===== src/rtl/tm_input_sequencer.sv =====
// Stream-to-handshake front end for the Turing machine core: loads words as Next/Done
// pulses, then issues Next step pulses until Compute_done. Optional auto-run: TM_SEQ_AUTORUN_EN.
module tm_input_sequencer #(
  parameter int DW       = 4,
  parameter int PULSE_W  = 2,
  parameter int AUTO_DIV = 16,
  parameter int SCW      = 16
) (
  input  logic           clock,
  input  logic           reset,
  input  logic           in_valid,
  input  logic [DW-1:0]  in_data,
  input  logic           in_last,
  output logic           in_ready,
  input  logic           step_req,
  input  logic           run,
  input  logic           compute_done,
  output logic [DW-1:0]  input_data,
  output logic           Next,
  output logic           Done,
  output logic           busy,
  output logic           halted,
  output logic [SCW-1:0] step_count,
  output logic [3:0]     state_dbg
);

  // Stream handshake: a word transfers on a rising clock edge where in_valid and
  // in_ready are both high; in_ready is only high in IDLE, so one word is in flight.

  typedef enum logic [3:0] {
    S_IDLE     = 4'd0,
    S_LOAD_HI  = 4'd1,
    S_LOAD_LO  = 4'd2,
    S_DONE_HI  = 4'd3,
    S_DONE_LO  = 4'd4,
    S_RUN_IDLE = 4'd5,
    S_STEP_HI  = 4'd6,
    S_STEP_LO  = 4'd7,
    S_HALTED   = 4'd8
  } state_t;

  localparam int PHW = (PULSE_W > 1) ? $clog2(PULSE_W) : 1;

  state_t         state;
  state_t         next_state;
  logic [PHW-1:0] phase;
  logic           phase_end;
  logic           timed;
  logic           accept;
  logic           step_start;
  logic           auto_fire;
  logic           last_q;

  assign phase_end = (phase == PHW'(PULSE_W - 1));
  assign state_dbg = state;

  always_comb begin
    next_state = state;
    accept     = 1'b0;
    step_start = 1'b0;
    timed      = 1'b0;
    case (state)
      S_IDLE: begin
        if (in_ready && in_valid) begin
          accept     = 1'b1;
          next_state = S_LOAD_HI;
        end
      end
      S_LOAD_HI: begin
        timed = 1'b1;
        if (phase_end) next_state = S_LOAD_LO;
      end
      S_LOAD_LO: begin
        timed = 1'b1;
        if (phase_end) next_state = last_q ? S_DONE_HI : S_IDLE;
      end
      S_DONE_HI: begin
        timed = 1'b1;
        if (phase_end) next_state = S_DONE_LO;
      end
      S_DONE_LO: begin
        timed = 1'b1;
        if (phase_end) next_state = S_RUN_IDLE;
      end
      S_RUN_IDLE: begin
        // Halt takes priority over a coincident step request or auto trigger.
        if (compute_done) begin
          next_state = S_HALTED;
        end else if (step_req || auto_fire) begin
          step_start = 1'b1;
          next_state = S_STEP_HI;
        end
      end
      S_STEP_HI: begin
        timed = 1'b1;
        if (phase_end) next_state = S_STEP_LO;
      end
      S_STEP_LO: begin
        timed = 1'b1;
        if (phase_end) next_state = S_RUN_IDLE;
      end
      S_HALTED: next_state = S_HALTED;
      default:  next_state = S_IDLE;
    endcase
  end

  // Outputs are registered from next_state so they line up with the state register.
  always_ff @(posedge clock) begin
    if (!reset) begin
      state      <= S_IDLE;
      phase      <= '0;
      last_q     <= 1'b0;
      input_data <= '0;
      in_ready   <= 1'b0;
      Next       <= 1'b0;
      Done       <= 1'b0;
      busy       <= 1'b0;
      halted     <= 1'b0;
      step_count <= '0;
    end else begin
      state    <= next_state;
      in_ready <= (next_state == S_IDLE);
      Next     <= (next_state == S_LOAD_HI) || (next_state == S_STEP_HI);
      Done     <= (next_state == S_DONE_HI);
      busy     <= (next_state != S_IDLE) && (next_state != S_HALTED);
      halted   <= (next_state == S_HALTED);

      if (next_state != state) begin
        phase <= '0;
      end else if (timed) begin
        phase <= phase + 1'b1;
      end

      if (accept) begin
        input_data <= in_data;
        last_q     <= in_last;
      end

      if (state == S_DONE_LO && phase_end) begin
        step_count <= '0;
      end else if (state == S_STEP_HI && phase_end && step_count != '1) begin
        step_count <= step_count + 1'b1;
      end
    end
  end

`ifdef TM_SEQ_AUTORUN_EN
  localparam int AW = (AUTO_DIV > 1) ? $clog2(AUTO_DIV) : 1;

  logic [AW-1:0] auto_cnt;

  assign auto_fire = run && (state == S_RUN_IDLE) && (auto_cnt == AW'(AUTO_DIV - 1));

  always_ff @(posedge clock) begin
    if (!reset) begin
      auto_cnt <= '0;
    end else if (step_start || !run) begin
      auto_cnt <= '0;
    end else if (state == S_RUN_IDLE) begin
      auto_cnt <= auto_cnt + 1'b1;
    end
  end
`else
  logic unused_cfg;

  assign auto_fire  = 1'b0;
  assign unused_cfg = run & step_start & (AUTO_DIV > 0);
`endif

endmodule


===== config.mk =====
export PLATFORM = sky130hd
export DESIGN_NAME = tm_input_sequencer
export DESIGN_NICKNAME = d
export VERILOG_FILES = /design/src/rtl/tm_input_sequencer.sv
export SDC_FILE = /design/constraint.sdc
export NUM_CORES = 1
export LEC_CHECK = 0
export CELL_PAD_IN_SITES_DETAIL_PLACEMENT = 0
export CELL_PAD_IN_SITES_GLOBAL_PLACEMENT = 1
export CORE_ASPECT_RATIO = 0.75
export CORE_MARGIN = 2
export CORE_UTILIZATION = 25
export CTS_CLUSTER_SIZE = 12
export DETAILED_ROUTE_END_ITERATION = 8
export PLACE_DENSITY_LB_ADDON = 0.1
export SLEW_MARGIN = 10
export SYNTH_ARGS = -nofsm -noshare
export SYNTH_HDL_FRONTEND = slang
export SYNTH_SLANG_ARGS = --single-unit

===== constraint.sdc =====
create_clock -name clock -period 4.55 [get_ports clock]
set_input_delay 0.6825 -clock clock [delete_from_list [all_inputs] [get_ports clock]]
set_output_delay 0.6825 -clock clock [all_outputs]
set_load 0.02 [all_outputs]

Word level (Yosys, flattened, before mapping)
Index checks and enable logic that the tools add are counted.
W data, S select, Z words.
{"block": "word_totals", "reg_bits": 31, "input_bits": 11, "word_cells": 54}
{"block": "op_classes", "add_sub_neg": 2, "eq_ne": 15, "muxes": 13, "bitwise": 1, "n_reduce_logical": 13}
{"operator": "$mux W4", "count": 8}
{"operator": "$pmux W4 S8", "count": 1}
{"operator": "$eq A4 B3 Y1 const B", "count": 5}
{"operator": "$add A16 B1 Y16 const B", "count": 1}
{"operator": "$ne A16 B16 Y1 const B", "count": 1}
{"operator": "$eq A4 B2 Y1 const B", "count": 3}
{"operator": "$eq A4 B1 Y1 const B", "count": 2}
{"operator": "$eq A4 B4 Y1 const B", "count": 2}
{"operator": "$logic_not A4 Y1", "count": 2}
{"operator": "$reduce_or A2 Y1", "count": 3}
{"operator": "$reduce_or A6 Y1", "count": 1}
{"operator": "$logic_and A1 B1 Y1", "count": 5}
{"operator": "$ne A4 B4 Y1", "count": 1}
{"operator": "$ne A4 B4 Y1 const B", "count": 1}
{"operator": "$reduce_bool A4 Y1", "count": 1}
{"operator": "$mux W1", "count": 3}
{"operator": "$mux W2", "count": 1}
{"operator": "$add A1 B1 Y1 const B", "count": 1}
{"operator": "$logic_or A1 B1 Y1", "count": 1}
{"operator": "$not A1 Y1", "count": 1}

Logic depth before layout (Yosys ltp)
{"block": "logic_depth", "depth_word": 5, "mapped_depth": 6, "mapped_depth_nobuf": 6}

Least setup slack after synthesis
Ideal clock, no wire load.
{"block": "synth_path", "path_kind": "input port to flip-flop", "from": "in compute_done", "to": "reg Next", "setup_time_ns": 0.115, "t_arrival_ns": 1.927, "t_required_ns": 4.435, "path_slack_ns": 2.508, "cell_stages": 5, "n_path_buf": 0, "path_cell_list": "or3b_1 -> or3b_1 -> o2111ai_2 -> and3b_1 -> o21ba_1"}
{"block": "synth_between", "elab_chain_len": 4}
{"element": "from (decl)", "line_no": "17", "rtl": "input logic compute_done,"}
{"element": "$mux W4 *", "line_no": "87", "rtl": "if (compute_done) begin"}
{"element": "$pmux W4 S8 *", "line_no": "62", "rtl": "case (state)"}
{"element": "$eq A4 B1 Y1 or $eq A4 B3 Y1 (tied branches)", "line_no": "123", "rtl": "Next <= (next_state == S_LOAD_HI) || (next_state == S_STEP_HI);"}
{"element": "$logic_or A1 B1 Y1 *", "line_no": "123"}
{"element": "to (signal assigned)", "line_no": "123"}
{"element": "to (decl)", "line_no": "19", "rtl": "output logic Next,"}
Mark *: on every way between the ends. The rest lies on a longest branch, timed or not.
A chain may end at the register's enable or synchronous reset.

Worst setup path after layout
{"block": "layout_path", "from": "reg state[1], in the netlist state_dbg[1]", "to": "out state_dbg[1]"}
{"element": "from (decl)", "line_no": "44", "rtl": "state_t state;"}
{"element": "from (signal assigned)", "line_no": "121", "rtl": "state <= next_state;"}
{"element": "to (decl)", "line_no": "24", "rtl": "output logic [3:0] state_dbg"}
No word-level cell between the ends.

==> summary.txt <==
Status
  – Status: complete, no violations

Power and ir drop
  – Sw Pwr: ~0.15 mW
  – Combinational power share: 0.135
  – Clock share of power: 0.363
  – Sw Ratio: 0.2628
  – Pwr Density: 279.9 nW/um^2
  – Sequential share of power: 0.502
  – Internal: about 0.43 mW
  – Worst IR drop on VDD: ~0.12 mV
  – Leak: about 0.69 nW

Clock network
  – Hold_buf cts: 0
  – Cell chosen for the clock root: clkbuf_8
  – Total CTS buffers: 5
  – CTS clock-pin slew for the worst setup and hold paths: 0.07 ns
  – Post-CTS Setup Repair Bufs: 0
  – Clk sink count: 31
  – H-tree depth: 2
  – Clock tree buffer depth: 2
  – Worst skew pair latency: between 0.2 and 0.3 ns
  – Post-cts gate resize count: 0
  – CTS tree: done

Timing
  – Total negative slack: 0 ns
  – Final-report max-slew violation count: 0
  – Slew margin rel.: 0.4291
  – Final Cycle Share: 0.5136
  – Final min period: around 2.3 ns
  – Fmax: ~0.43 GHz
  – Final hold violation count: 0
  – Setup violators final: 0
  – Unrepaired setup endpoints after global routing: no
  – Clk_skew: roughly 0.0043 ns
  – Worst-margin pin slew: approximately 0.85 ns

Route
  – Initial DRT Pass Iterations: 4
  – DRC: 0
  – Via density: between 4 and 5
  – Routed WL per cell: about 14 um
  – Post-DRT Antenna Nets: 0
  – Final WL: between 3000 and 4000 um
  – Routed via count: ~1400
  – Initial drt markers: 44

Critical path
  – Slowest cell on the critical path: clkdlybuf4s50_1
  – CP Launch Point: state_dbg[1]
  – Crit path to: state_dbg[1]
  – Buf+Inv Stages, Crit Path: 1
  – Reg-to-reg endpoint: Next
  – Reg2reg start: state_dbg[1]
  – Worst path required time: 3.87 ns
  – R2R setup slack: 2.41 ns
  – Critical Path AT: approximately 1.7 ns
  – CP Launch Type: register
  – Top delay family on crit path: buffers and inverters
  – Crit-path cells: clkdlybuf4s50_1
  – Register-to-Register Path Depth: 5
  – Crit. path cell count: 1
  – Crit. End Element: output pin
  – CP Max Fanout: 16
  – Crit path largest cell delay: between 0.7 and 0.8 ns
  – Critical path class: register to output pin

Logic synthesis
  – Post-synth EDFFs: 0
  – Syn avg cell area: 9.026 um^2
  – Synth cell types: between 40 and 50
  – Main synth FF type: dfxtp_1
  – Synthesis warning total: 0
  – Sequential-to-total area share from yosys stat: 0.3974
  – Syn Nets: around 190
  – Mapped cell area: approximately 1600 um^2
  – Synth Instances: roughly 170
  – Ys async rst share: 0
  – #FFs+latches synth: 31

Placement
  – # port buffers: 38
  – Routability cong.: ~0.74
  – Dpl hpwl: around 2800 um
  – Placed cell count: between 200 and 300

Floorplan
  – Boundary pin count: 40
  – Core Rows: 24
  – Core ar.: 5916 um^2
  – Initial core utilization: 0.2640
  – Die footprint: 6901 um^2
  – Die Ht: 72.45 um
  – Die span in x: about 95 um

Cells and area
  – Area grow syn2layout: 33.65%
  – Share of cells above drive strength 1: 0.06161
  – Filler cell count: a little over 600
  – Commonest non-fill, non-tap cell in the layout: clkdlybuf4s50_1
  – Commonest non-fill, non-tap cells in the layout: 38 x clkdlybuf4s50_1, 31 x dfxtp_1, 18 x nor2_1
  – Ant. Diodes: 0
  – Number of flip-flops under the largest register name: 16
  – Final Core Density: 0.3528
  – Layout Nets: ~220
  – Reg with most FFs: step_count
  – Post-Layout Cell Count: slightly below 300

Global route
  – Gr ovfl total: 0
  – First-pass GRT wire length: slightly below 7000 um
  – Antenna violations before repair: 0
  – GRT Overall Usage: 0.1272
  – Largest net degree at the start of global routing: 18
  – Vias in the first global route: between 1000 and 1500

Run
  – MaxCap Viol Count: 0

Hold path
  – Depth of the worst hold-timing path: 2
  – Hold Crit Class: register to register
## metrics by stage
step / hold slack (ns) / setup WS [ns] / power [mW] / cell area [um^2]
CTS: 0.5464 / 2.204 / 0.5946 / 2083
global placement: 0.5036 / 1.945 / 0.3782 / 1998
detailed placement: 0.5291 / 1.941 / 0.3796 / 1998
floorplan: 0.5013 / 2.508 / 0.3466 / 1562
finish: 0.5344 / 2.213 / 0.5842 / 2087
global route: 0.5776 / 2.105 / 0.6182 / 2087
## cells by family after synthesis
group	synth area share
simple gates	0.2885
flops	0.3974
compound gates	0.1426
xor+xnor	0.08414
buf+inv	0.04086
mux	0.03846
fa+ha+maj	0.008012
## final cells by class
| class | count | area, um^2 | share of cell area |
|---|---|---|---|
| timing repair buffer | 38 | 380.4 | 0.1823 |
| inverter | 6 | 22.52 | 0.01079 |
| sequential | 31 | 620.6 | 0.2974 |
| clock buffer | 6 | 72.57 | 0.03477 |
| clock inverter | 2 | 12.51 | 0.005995 |
| tap | 78 | 97.59 | 0.04676 |
| multi-input combinational | 128 | 880.8 | 0.4221 |
## cell usage after synthesis, drive strengths merged, types with 2 or more instances
master | instances | area share
nand3 | 11 | 0.035
and4 | 2 | 0.011
a21o | 3 | 0.014
nor4 | 5 | 0.020
dfxtp | 31 | 0.40
nor3b | 5 | 0.024
nor4bb | 2 | 0.013
a21oi | 8 | 0.026
nand2 | 8 | 0.019
buf | 4 | 0.016
a211oi | 4 | 0.019
inv | 6 | 0.014
and3 | 3 | 0.012
o21ai | 4 | 0.013
nor3 | 2 | 0.014
or3b | 2 | 0.011
clkbuf | 4 | 0.010
a2111oi | 3 | 0.029
mux2i | 6 | 0.038
nand4 | 4 | 0.016
xnor2 | 14 | 0.079
and2 | 3 | 0.012
nor2 | 18 | 0.043
nor2b | 7 | 0.028
## worst min-delay path by stage
stage	start	slack (ns)	end
5_1_grt	input_data[0]	0.58	input_data[0]
6_report	input_data[0]	0.53	input_data[0]
3_3_place_gp	input_data[3]	0.50	input_data[3]
2_1_floorplan	last_q	0.50	last_q
3_5_place_dp	input_data[0]	0.53	input_data[0]
4_1_cts	input_data[1]	0.55	input_data[1]
## metal layers
metal	track usage	up-vias	wire [um]	part of all wire
li1	-	696	-	-
met1	0.1785	664	2052	0.52
met2	0.1808	37	1619	0.41
met3	0.04258	2	211	0.054
met4	0.04509	0	26	0.0067
met5	0	-	0	0
## power groups by stage
stage | combinational (mW) | sequential [mW] | clock, mW
2_1_floorplan | 0.0441 | 0.303 | 0
3_3_place_gp | 0.0790 | 0.299 | 0
3_5_place_dp | 0.0798 | 0.300 | 0
4_1_cts | 0.0801 | 0.294 | 0.221
5_1_grt | 0.0875 | 0.295 | 0.236
6_report | 0.0789 | 0.293 | 0.212
No activity file was read; power rests on OpenSTA's default activity.
